`src/rtl/systolic_pkg.sv`:
```
//============================================================================
// Module : systolic_pkg
// Brief  : Shared types, defaults and column-bus helpers for the systolic
//          array edge logic.
// Rev    : 1.0  initial release
//============================================================================
`default_nettype none

package systolic_pkg;

   localparam int c_DEFAULT_DATA_WIDTH = 16;
   localparam int c_DEFAULT_COLS       = 4;

   typedef enum logic [1:0] {
      IDLE    = 2'd0,
      COLLECT = 2'd1,
      DRAIN   = 2'd2
   } state_e;

   typedef logic [c_DEFAULT_COLS-1:0][c_DEFAULT_DATA_WIDTH-1:0] row_t;

   function automatic logic [c_DEFAULT_COLS*c_DEFAULT_DATA_WIDTH-1:0] row_flatten(input row_t r);
      logic [c_DEFAULT_COLS*c_DEFAULT_DATA_WIDTH-1:0] f;
      f = '0;
      for (int c = 0; c < c_DEFAULT_COLS; c++)
         f[c*c_DEFAULT_DATA_WIDTH +: c_DEFAULT_DATA_WIDTH] = r[c];
      return f;
   endfunction

   function automatic row_t row_unflatten(input logic [c_DEFAULT_COLS*c_DEFAULT_DATA_WIDTH-1:0] f);
      row_t r;
      for (int c = 0; c < c_DEFAULT_COLS; c++)
         r[c] = f[c*c_DEFAULT_DATA_WIDTH +: c_DEFAULT_DATA_WIDTH];
      return r;
   endfunction

endpackage

`default_nettype wire

```
`src/rtl/psum_deskew_collector_if.sv`:
```
//============================================================================
// Module : psum_deskew_collector_if
// Brief  : Partial-sum input bus and result-row valid/ready output bus.
// Rev    : 1.0  initial release
//============================================================================
`default_nettype none

interface psum_deskew_collector_if
   import systolic_pkg::*;
#(
   parameter int DATA_WIDTH = c_DEFAULT_DATA_WIDTH,
   parameter int COLS       = c_DEFAULT_COLS
);
   logic [COLS*DATA_WIDTH-1:0] psum_in;
   logic [COLS-1:0]            psum_valid;
   logic                       almost_full;
   logic [COLS*DATA_WIDTH-1:0] out_data;
   logic                       out_valid;
   logic                       out_ready;
   logic                       out_last;

   modport slave (
      input  psum_in, psum_valid, out_ready,
      output almost_full, out_data, out_valid, out_last
   );

   modport master (
      output psum_in, psum_valid, out_ready,
      input  almost_full, out_data, out_valid, out_last
   );
endinterface

`default_nettype wire

```
`src/rtl/psum_row_fifo.sv`:
```
//============================================================================
// Module : psum_row_fifo
// Brief  : Synchronous FIFO of result rows plus a last flag; head is read
//          straight from storage flops.
// Rev    : 1.0  initial release
//============================================================================
`default_nettype none

module psum_row_fifo #(
   parameter int WIDTH = 64,
   parameter int DEPTH = 4
) (
   input  logic                             clk,
   input  logic                             reset,
   input  logic                             i_push,
   input  logic [WIDTH-1:0]                 i_push_data,
   input  logic                             i_push_last,
   input  logic                             i_pop,
   output logic [WIDTH-1:0]                 o_rd_data,
   output logic                             o_rd_last,
   output logic                             o_full,
   output logic                             o_empty,
   output logic [$clog2(DEPTH+1)-1:0]       o_free
);
   localparam int c_AW = (DEPTH > 1) ? $clog2(DEPTH) : 1;
   localparam int c_CW = $clog2(DEPTH+1);

   logic [WIDTH:0]    r_mem [DEPTH];
   logic [c_AW-1:0]   r_wr_ptr;
   logic [c_AW-1:0]   r_rd_ptr;
   logic [c_CW-1:0]   r_count;
   logic              w_wr_en;
   logic              w_rd_en;

   assign o_full  = (r_count == c_CW'(DEPTH));
   assign o_empty = (r_count == '0);
   assign o_free  = c_CW'(DEPTH) - r_count;

   // When full, a simultaneous pop frees the slot being written this edge.
   assign w_wr_en = i_push && (!o_full || i_pop);
   assign w_rd_en = i_pop && !o_empty;

   always_ff @(posedge clk or negedge reset) begin
      if (!reset) begin
         for (int i = 0; i < DEPTH; i++) r_mem[i] <= '0;
         r_wr_ptr <= '0;
         r_rd_ptr <= '0;
         r_count  <= '0;
      end else begin
         if (w_wr_en) begin
            r_mem[r_wr_ptr] <= {i_push_last, i_push_data};
            r_wr_ptr        <= r_wr_ptr + 1'b1;
         end
         if (w_rd_en) r_rd_ptr <= r_rd_ptr + 1'b1;
         case ({w_wr_en, w_rd_en})
            2'b10:   r_count <= r_count + 1'b1;
            2'b01:   r_count <= r_count - 1'b1;
            default: r_count <= r_count;
         endcase
      end
   end

   assign o_rd_data = r_mem[r_rd_ptr][WIDTH-1:0];
   assign o_rd_last = r_mem[r_rd_ptr][WIDTH] && !o_empty;

endmodule

`default_nettype wire

```
`src/rtl/psum_deskew_collector.sv`:
```
//============================================================================
// Module : psum_deskew_collector
// Brief  : Deskews the bottom-edge partial-sum stream into aligned rows and
//          hands them out through a row FIFO. PSUM_COLLECT_RELU_EN clamps
//          negative column values to zero at the FIFO write side.
// Rev    : 1.0  initial release
//============================================================================
`default_nettype none

module psum_deskew_collector
   import systolic_pkg::*;
#(
   parameter int DATA_WIDTH = c_DEFAULT_DATA_WIDTH,
   parameter int COLS       = c_DEFAULT_COLS,
   parameter int ROWS       = 4,
   parameter int FIFO_DEPTH = 4
) (
   input  logic                  clk,
   input  logic                  reset,
   input  logic                  start,
   psum_deskew_collector_if.slave bus,
   output logic                  busy,
   output logic                  done,
   output logic                  overflow,
   output logic                  skew_err
);
   localparam int c_RCW = $clog2(ROWS+1);
   localparam int c_FCW = $clog2(FIFO_DEPTH+1);

   logic [COLS*DATA_WIDTH-1:0] w_al_data;
   logic [COLS*DATA_WIDTH-1:0] w_wr_data;
   logic [COLS-1:0]            w_av;
   logic                       w_all, w_partial, w_push, w_last_push, w_pop, w_drop;
   logic                       w_full, w_empty, w_rd_last;
   logic [c_FCW-1:0]           w_free;
   state_e                     r_state, w_state_nxt;
   logic [c_RCW-1:0]           r_row_cnt, w_row_cnt_nxt;
   logic                       r_done, r_overflow, r_skew_err;

   // Column c lags column 0 by c cycles, so it needs COLS-1-c stages.
   for (genvar c = 0; c < COLS; c++) begin : g_col
      localparam int c_DEPTH = COLS - 1 - c;
      if (c_DEPTH == 0) begin : g_pass
         assign w_al_data[c*DATA_WIDTH +: DATA_WIDTH] = bus.psum_in[c*DATA_WIDTH +: DATA_WIDTH];
         assign w_av[c] = bus.psum_valid[c];
      end else begin : g_dly
         logic [DATA_WIDTH-1:0] r_data [c_DEPTH];
         logic [c_DEPTH-1:0]    r_vld;
         always_ff @(posedge clk or negedge reset) begin
            if (!reset) begin
               for (int i = 0; i < c_DEPTH; i++) r_data[i] <= '0;
               r_vld <= '0;
            end else begin
               r_data[0] <= bus.psum_in[c*DATA_WIDTH +: DATA_WIDTH];
               r_vld[0]  <= bus.psum_valid[c];
               for (int i = 1; i < c_DEPTH; i++) begin
                  r_data[i] <= r_data[i-1];
                  r_vld[i]  <= r_vld[i-1];
               end
            end
         end
         assign w_al_data[c*DATA_WIDTH +: DATA_WIDTH] = r_data[c_DEPTH-1];
         assign w_av[c] = r_vld[c_DEPTH-1];
      end
   end

`ifdef PSUM_COLLECT_RELU_EN
   for (genvar c = 0; c < COLS; c++) begin : g_relu
      assign w_wr_data[c*DATA_WIDTH +: DATA_WIDTH] = w_al_data[c*DATA_WIDTH + DATA_WIDTH - 1] ?
                                                     '0 : w_al_data[c*DATA_WIDTH +: DATA_WIDTH];
   end
`else
   assign w_wr_data = w_al_data;
`endif

   assign w_all       = &w_av;
   assign w_partial   = |w_av && !w_all;
   assign w_push      = (r_state == COLLECT) && w_all;
   assign w_last_push = w_push && (r_row_cnt == c_RCW'(ROWS-1));
   assign w_pop       = !w_empty && bus.out_ready;
   assign w_drop      = w_push && w_full && !w_pop;

   psum_row_fifo #(
      .WIDTH (COLS*DATA_WIDTH),
      .DEPTH (FIFO_DEPTH)
   ) u_fifo (
      .clk         (clk),
      .reset       (reset),
      .i_push      (w_push),
      .i_push_data (w_wr_data),
      .i_push_last (w_last_push),
      .i_pop       (w_pop),
      .o_rd_data   (bus.out_data),
      .o_rd_last   (w_rd_last),
      .o_full      (w_full),
      .o_empty     (w_empty),
      .o_free      (w_free)
   );

   always_comb begin
      w_state_nxt   = r_state;
      w_row_cnt_nxt = r_row_cnt;
      case (r_state)
         IDLE: if (start) begin
            w_state_nxt   = COLLECT;
            w_row_cnt_nxt = '0;
         end
         COLLECT: if (w_push) begin
            // Dropped rows still count so the tile always terminates.
            w_row_cnt_nxt = r_row_cnt + 1'b1;
            if (w_last_push) w_state_nxt = DRAIN;
         end
         DRAIN: if (w_pop && w_rd_last) w_state_nxt = IDLE;
         default: w_state_nxt = IDLE;
      endcase
   end

   always_ff @(posedge clk or negedge reset) begin
      if (!reset) begin
         r_state    <= IDLE;
         r_row_cnt  <= '0;
         r_done     <= 1'b0;
         r_overflow <= 1'b0;
         r_skew_err <= 1'b0;
      end else begin
         r_state   <= w_state_nxt;
         r_row_cnt <= w_row_cnt_nxt;
         r_done    <= (r_state == DRAIN) && w_pop && w_rd_last;
         if (r_state == IDLE && start) begin
            r_overflow <= 1'b0;
            r_skew_err <= 1'b0;
         end else begin
            if (w_drop) r_overflow <= 1'b1;
            if (r_state != IDLE && w_partial) r_skew_err <= 1'b1;
         end
      end
   end

   assign bus.out_valid   = !w_empty;
   assign bus.out_last    = w_rd_last;
   assign bus.almost_full = (32'(w_free) < COLS);
   assign busy            = (r_state != IDLE);
   assign done            = r_done;
   assign overflow        = r_overflow;
   assign skew_err        = r_skew_err;

endmodule

`default_nettype wire

```
`src/flat_wrapper.sv`:
```
// flat-port wrapper written by rule: the top's interface ports become plain ports
module psum_deskew_collector_flat import systolic_pkg::*;
#(
   parameter int DATA_WIDTH = c_DEFAULT_DATA_WIDTH,
   parameter int COLS       = c_DEFAULT_COLS,
   parameter int ROWS       = 4,
   parameter int FIFO_DEPTH = 4
)
  (clk, reset, start, busy, done, overflow, skew_err, bus_psum_in, bus_psum_valid, bus_out_ready, bus_almost_full, bus_out_data, bus_out_valid, bus_out_last);
  psum_deskew_collector_if #(.DATA_WIDTH(DATA_WIDTH), .COLS(COLS)) bus_i ();
  input  logic clk;
  input  logic reset;
  input  logic start;
  output logic busy;
  output logic done;
  output logic overflow;
  output logic skew_err;
  input wire logic [$bits(bus_i.psum_in)-1:0] bus_psum_in;
  input wire logic [$bits(bus_i.psum_valid)-1:0] bus_psum_valid;
  input wire logic [$bits(bus_i.out_ready)-1:0] bus_out_ready;
  output wire logic [$bits(bus_i.almost_full)-1:0] bus_almost_full;
  output wire logic [$bits(bus_i.out_data)-1:0] bus_out_data;
  output wire logic [$bits(bus_i.out_valid)-1:0] bus_out_valid;
  output wire logic [$bits(bus_i.out_last)-1:0] bus_out_last;
  assign bus_i.psum_in = bus_psum_in;
  assign bus_i.psum_valid = bus_psum_valid;
  assign bus_i.out_ready = bus_out_ready;
  assign bus_almost_full = bus_i.almost_full;
  assign bus_out_data = bus_i.out_data;
  assign bus_out_valid = bus_i.out_valid;
  assign bus_out_last = bus_i.out_last;
  psum_deskew_collector #(.DATA_WIDTH(DATA_WIDTH), .COLS(COLS), .ROWS(ROWS), .FIFO_DEPTH(FIFO_DEPTH)) u_core (.clk(clk), .reset(reset), .start(start), .bus(bus_i), .busy(busy), .done(done), .overflow(overflow), .skew_err(skew_err));
endmodule
```
`config.mk`:
```
export PLATFORM = sky130hd
export DESIGN_NAME = psum_deskew_collector_flat
export DESIGN_NICKNAME = d
export VERILOG_FILES = /design/src/rtl/systolic_pkg.sv /design/src/rtl/psum_deskew_collector_if.sv /design/src/rtl/psum_row_fifo.sv /design/src/rtl/psum_deskew_collector.sv /design/src/flat_wrapper.sv
export SDC_FILE = /design/constraint.sdc
export NUM_CORES = 1
export LEC_CHECK = 0
export BUFFER_PORTS_ARGS = -buffer_cell sky130_fd_sc_hd__buf_2
export CAP_MARGIN = 20
export CORE_MARGIN = 2
export CORE_UTILIZATION = 47
export CTS_BUF_LIST = sky130_fd_sc_hd__clkbuf_4 sky130_fd_sc_hd__clkbuf_8
export DETAILED_ROUTE_END_ITERATION = 10
export GPL_TIMING_DRIVEN = 0
export MAX_ROUTING_LAYER = met4
export PLACE_DENSITY = 0.66
export RECOVER_POWER = 50
export SYNTH_ARGS = -nofsm -noshare
export SYNTH_HDL_FRONTEND = slang
export SYNTH_SLANG_ARGS = --single-unit
```
`constraint.sdc`:
```
create_clock -name clk -period 2.94 [get_ports clk]
set_clock_uncertainty 0.05 [all_clocks]
set_input_delay 0.147 -clock clk [delete_from_list [all_inputs] [get_ports clk]]
set_output_delay 0.147 -clock clk [all_outputs]
set_load 0.01 [all_outputs]
```
# == After elaboration in Yosys (flattened, before gate mapping) ==
# Index checks and enable logic that the tools add are counted.
# W data, S select, Z words.
# word_totals
ff_bits,377
output_inout_bits,71
elab_cells,93
# classes
n_addsub,6
order_cmp,4
n_eq_ne,10
mux,19
bitwise,2
n_reduce_logical,31
# ops
op,n
$bwmux W260,1
$mux W65,3
$bmux W65 S2,1
$demux W65 S2,1
$logic_and A1 B1 Y1,15
$pmux W3 S2,2
$reduce_bool A2 Y1,5
$mux W2,4
$reduce_and A4 Y1,2
$add A3 B1 Y3 const B,2
$ge A3 B3 Y1 const B,2
$mux W3,2
$ne A2 B2 Y1 const B,3
$not A2 Y3,2
$pmux W2 S3,1
$add A2 B1 Y2 const B,2
$eq A2 B1 Y1 const B,2
$eq A2 B2 Y1 const B,2
$logic_not A1 Y1,4
$mux W1,4
$reduce_or A4 Y1,1
$eq A3 B2 Y1 const B,1
$eq A3 B3 Y1 const B,1
$logic_not A3 Y1,1
8 further kinds,8

# == Longest topological paths before layout ==
# depth
ltp_word,8
ltp_mapped,11
ltp_nobuf,11

# == By module ==
# A second synthesis with hierarchy kept.
# hier_totals
cells_unflattened,819
hier_area_um2,14732.9
# by_module_without_submodules
mod,n_inst,cells_each,area_per_inst_um2,seq_area_each_um2
psum_row_fifo,1,670,11746.3,6681.4
psum_deskew_collector,1,149,2986.6,2752.6

# == Worst setup path after synthesis ==
# OpenSTA, ideal clock, no wires.
# synth_timing
kind,register to register
start,register u_core.u_fifo.r_count[0]
end,register u_core.u_fifo.r_count[2]
setup_ps,122
arrival_time_ps,2233
required_ps,2768
setup_slack_ps,535
stages_incl_launch_ff,12
path_buffers,0
path_cell_list,dfrtp_1 > nor2_1 > ha_1 > or2b_4 > a211oi_1 > inv_1 > ha_1 > inv_1 > fa_1 > xor2_1 > nor2_1 > xnor2_1
# synth_between
elab_chain_len,7
elab_cells_between_ends,14
classes_between,2 x add/sub; 3 x eq/ne; 1 x mux; 8 x reduce/logical
# synth_rtl
element,line,source
start: declaration,psum_row_fifo.sv:31,logic [c_CW-1:0] r_count;
start signal: assignment,psum_row_fifo.sv:56,2'b10: r_count <= r_count + 1'b1;
start signal: assignment,psum_row_fifo.sv:57,2'b01: r_count <= r_count - 1'b1;
start signal: assignment,psum_row_fifo.sv:58,default: r_count <= r_count;
$logic_not A3 Y1,psum_row_fifo.sv:36,assign o_empty = (r_count == '0);
$logic_not A1 Y1,"psum_row_fifo.sv:41, psum_deskew_collector.sv:80",
$logic_and A1 B1 Y1,psum_deskew_collector.sv:80,assign w_pop = !w_empty && bus.out_ready;
$logic_or A1 B1 Y1,psum_row_fifo.sv:40,assign w_wr_en = i_push && (!o_full || i_pop);
$logic_and A1 B1 Y1,psum_row_fifo.sv:40,
$eq A2 B1 Y1 or $eq A2 B2 Y1 (tied branches),psum_row_fifo.sv:55,"case ({w_wr_en, w_rd_en})"
$pmux W3 S2 or $reduce_bool A2 Y1 (tied branches),--,
# Parallel ways exist; a longest one is shown, timed or not.
# A chain may end at the register's enable or synchronous reset.

# == Final worst setup path ==
# layout_timing
start,register u_core.u_fifo.r_rd_ptr[1]
end,output bus_out_data[38]
# layout_between
elab_chain_len,4
# layout_rtl
element,line,source
start: declaration,psum_row_fifo.sv:30,logic [c_AW-1:0] r_rd_ptr;
start signal: assignment,psum_row_fifo.sv:54,if (w_rd_en) r_rd_ptr <= r_rd_ptr + 1'b1;
$not A2 Y3 (implied by the code),psum_row_fifo.sv:63,assign o_rd_data = r_mem[r_rd_ptr][WIDTH-1:0];
$bmux W65 S2,psum_row_fifo.sv:63,
$mux W65 (2 in series),--,
end: declaration,flat_wrapper.sv:22,output wire logic [$bits(bus_i.out_data)-1:0] bus_out_data;
# Every way passes these cells. The select of a mux whose other input is x is not followed.

==> metrics.md <==
| Metric | Value |
|---|---|
| Status | complete, but fails checks |
| Failing checks | max-capacitance violations, max-slew violations |
| Max_cap viols | 2 |
| Final Power | approximately 17000 µW |
| Warnings, synthesis | 0 |
| Final setup viols | 0 |
| Unrepaired setup endpoints after global routing | false |
| Starting Density | 47.4% |
| Critical Path Sink Type | output pin |
| Fillers | 2457 |
| Worst skew pair latency | 0.60 ns |
| Clock Power Share | 26.5% |
| Seq/Total Area, Yosys | 63.6% |
| Clk root buf | clkbuf_8 |
| Core box area | 31300 µm² |
| Die H | 182 µm |
| WL final | 28100 µm |
| Final critical-path required period | approximately 2.8 ns |
| Slew Limit Fails | 165 |
| Via count | about 7.9k |
| Bufs on Longest Clock Path | 3 |
| Mapped Cells | between 800 and 900 |
| Reg2reg end | u_core.u_fifo.r_count[1] |
| Area grow syn2layout | 21.6% |
| Int Pwr | around 12000 µW |
| Port bufs | about 140 |
| Reg clk slew, reported paths | 0.06 ns |
| DR DRC count | 0 |
| Post-DP HPWL | 17600 µm |
| Antenna violations before repair | 2 |
| CTS tree | yes |
| Final ANT Viol Nets | 0 |
| Placed Instances | around 1.4k |
| CTS buffer count | 61 |
| R2R Setup Slk | 0.29 ns |
| Syn Nets | 901 |
| Fmax | 360 MHz |
| Worst-Margin Slew | about 2.0 ns |
| Slew HR | -34.5% |
| Area of the multi-input gates | 4940 µm² |
| Post-layout nets | 1181 |
| Pwr dens | 939 nW/µm² |
| Worst VDD drop | 0.515 mV |
| Drt pass-1 iters | 4 |
| Finished Layout Cells | 1542 |
| First-pass GRT wire length | 46500 µm |
| Fin. Hold Viols | 0 |
| Crit path DAT | approximately 2.6 ns |
| DR vias/cell | 5.13 |
| Number of enable flip-flop cells after synthesis | 0 |
| Die area | around 33000 µm² |
| Post-synth ARST share | 100% |
| Share of cells above drive strength 1 | 36.8% |
| FF/Latch Area | 9430 µm² |
| Min-delay src | bus_psum_in[31] |
| Switching share of power | roughly 29% |
| Kind of critical path | flip-flop to output pin |
| Final Cycle Share | 94.5% |
| Combinational share of power | 29.3% |
| Drt wl/cell | 18.2 µm |
| Seq pwr share | 44.1% |
| Overflow after GRT | 0 |
| Placer Congestion | approximately 0.73 |
| Register-to-Register Path Depth | 9 |
| Mapped Area | 14800 µm² |
| Vias in the first global route | 8648 |
| Area after DPL | 16100 µm² |
| Main synth FF type | dfrtp_1 |
| Initial DRC count | 240 |
| Row count | 65 |
| # H-tree levels | 2 |
| Hold crit path type | input pin to flip-flop |
| Reg-to-Reg Start | u_core.u_fifo.r_count[0] |
| Finished Cell Area | 18000 µm² |
| Synth cell types | 37 |
| Syn_area_per_cell | 18.1 µm² |
| CTS sink cnt | 377 |
| DIE WIDTH | approximately 180 µm |
| CP Launch Type | flip-flop |
| WP data required | 2.74 ns |
| Worst hold stages | 2 |
| Net load switching power | 4880 µW |
| Synth Register Bits | 377 |
| Largest net degree at the start of global routing | 125 |
| Pleak | roughly 0.0086 µW |
| Crit Path Max Fanout | 10 |
| Tot GR Track Use | 18.5% |
| Worst Hold End | u_core.g_col[1].g_dly.r_data[31] |
| IO Pins | 143 |
## critical path: stages (launching register included)
cell      delay [ns]
dfrtp_1         0.41
clkbuf_1        0.55
clkbuf_2        0.46
mux4_2          0.39
buf_2           0.16
## power groups by stage
stage | logic (µW) | registers, µW | clock network (µW)
finish | 4970 | 7480 | 4490
floorplan | 3460 | 7300 | 0
global route | 5410 | 7670 | 4910
global placement | 4870 | 7510 | 0
detailed placement | 4990 | 7550 | 0
CTS | 5100 | 7470 | 4660
## through the flow
step                utilization, %  setup slack, ns  hold WS [ns]  TNS [ns]
floorplan                        -            0.535        -0.199         0
global placement              51.2            -5.64         0.205  -2114.58
detailed placement            51.5            0.301       0.00685         0
CTS                           57.9           0.0449        0.0351         0
global route                  57.6           0.0134        0.0960         0
finish                        57.6            0.161         0.134         0
## synth_stat cells, types with 2 or more instances
cell type	n	share of area (%)
buf_2	11	0.37
o211ai_1	3	0.15
buf_1	5	0.13
dfrtp_1	377	64
nor2b_1	2	0.084
a32o_1	2	0.13
mux2_2	62	4.7
mux2_1	200	15
buf_6	19	1.4
clkbuf_1	4	0.10
a2111oi_4	4	0.74
buf_8	5	0.51
o221ai_1	2	0.12
or2_2	2	0.084
xnor2_1	5	0.30
inv_1	17	0.43
a211oi_1	2	0.10
ha_1	9	0.76
nor2_1	5	0.13
mux2i_1	2	0.13
mux4_2	64	9.7
buf_4	2	0.10
## layer usage
metal | up-vias | track usage (%) | part of all wire (%) | routed length [µm]
li1 | 3567 | - | - | -
met1 | 4138 | 24.9 | 46 | 12800
met2 | 159 | 28.5 | 48 | 13400
met3 | 50 | 3.99 | 4.6 | 1290
met4 | 0 | 5.33 | 2.0 | 556
met5 | - | - | 0 | 0
## placed cells by master (no fill, tap or decap), types with 2 or more instances in the layout
master,n
xnor2_1,5
diode_2,2
mux2i_1,2
dfrtp_1,377
buf_4,3
clkbuf_2,2
clkbuf_1,9
clkbuf_4,27
o211ai_1,3
o221ai_1,2
a2111oi_4,4
a32o_1,2
buf_6,20
nor2_1,5
mux4_2,64
or2_2,2
inv_1,17
nor2b_1,2
clkinv_2,2
mux2_1,200
a211oi_1,2
buf_2,148
ha_1,9
dlygate4sd3_1,71
clkbuf_8,75
mux2_2,62
buf_8,5
## sequential cells by signal (all words and copies together) (netlist names)
name and flops:
u_core.u_fifo.r_count 3, u_core.skew_err 1, u_core.u_fifo.r_mem 260, u_core.u_fifo.r_rd_ptr 2, u_core.overflow 1, u_core.g_col.g_dly.r_data 96
u_core.g_col.g_dly.r_vld 6, u_core.r_state 2, u_core.r_row_cnt 3, u_core.done 1, u_core.u_fifo.r_wr_ptr 2
## worst max-delay path by stage
stage | start | end | slack (ns) | cells after the start
detailed placement | u_core.u_fifo.r_count[0] | u_core.u_fifo.r_count[2] | 0.30 | 11
floorplan | u_core.u_fifo.r_count[0] | u_core.u_fifo.r_count[2] | 0.53 | 11
CTS | u_core.u_fifo.r_rd_ptr[0] | bus_out_data[61] | 0.04 | 5
global placement | reset | u_core.u_fifo.r_mem[123] | -5.64 | 1
global route | u_core.u_fifo.r_rd_ptr[0] | bus_out_data[16] | 0.01 | 4
finish | u_core.u_fifo.r_rd_ptr[1] | bus_out_data[38] | 0.16 | 4
## final cells by class
type	count	area share, %
diodes	2	0.0278
plain buffers	46	2.28
clock buffers	99	6.72
clock inverters	3	0.104
inverters	17	0.354
multi-input cells	379	27.4
flip-flops and latches	377	52.3
well taps	402	2.79
repair buffers	217	8.01
## logic make-up after synthesis
family | synth area share [%]
DFF | 63.6
xor gates and xnor gates | 0.354
adders and majority gates | 0.894
AOI/OAI and AO/OA | 1.49
muxes | 29.7
and+or+nand+nor | 0.827
buffers and inverters | 3.08
## timing repair
item | in CTS | in global routing
hold buffers | 72 | 0
resized for setup | 8 | 1
pin swaps | 0 | 0
setup endpoints to repair | 56 | 6
endpoints found under the hold margin | 395 | 0
buffers inserted | 0 | 0
Note: power is estimated with default switching activity, not from simulation.
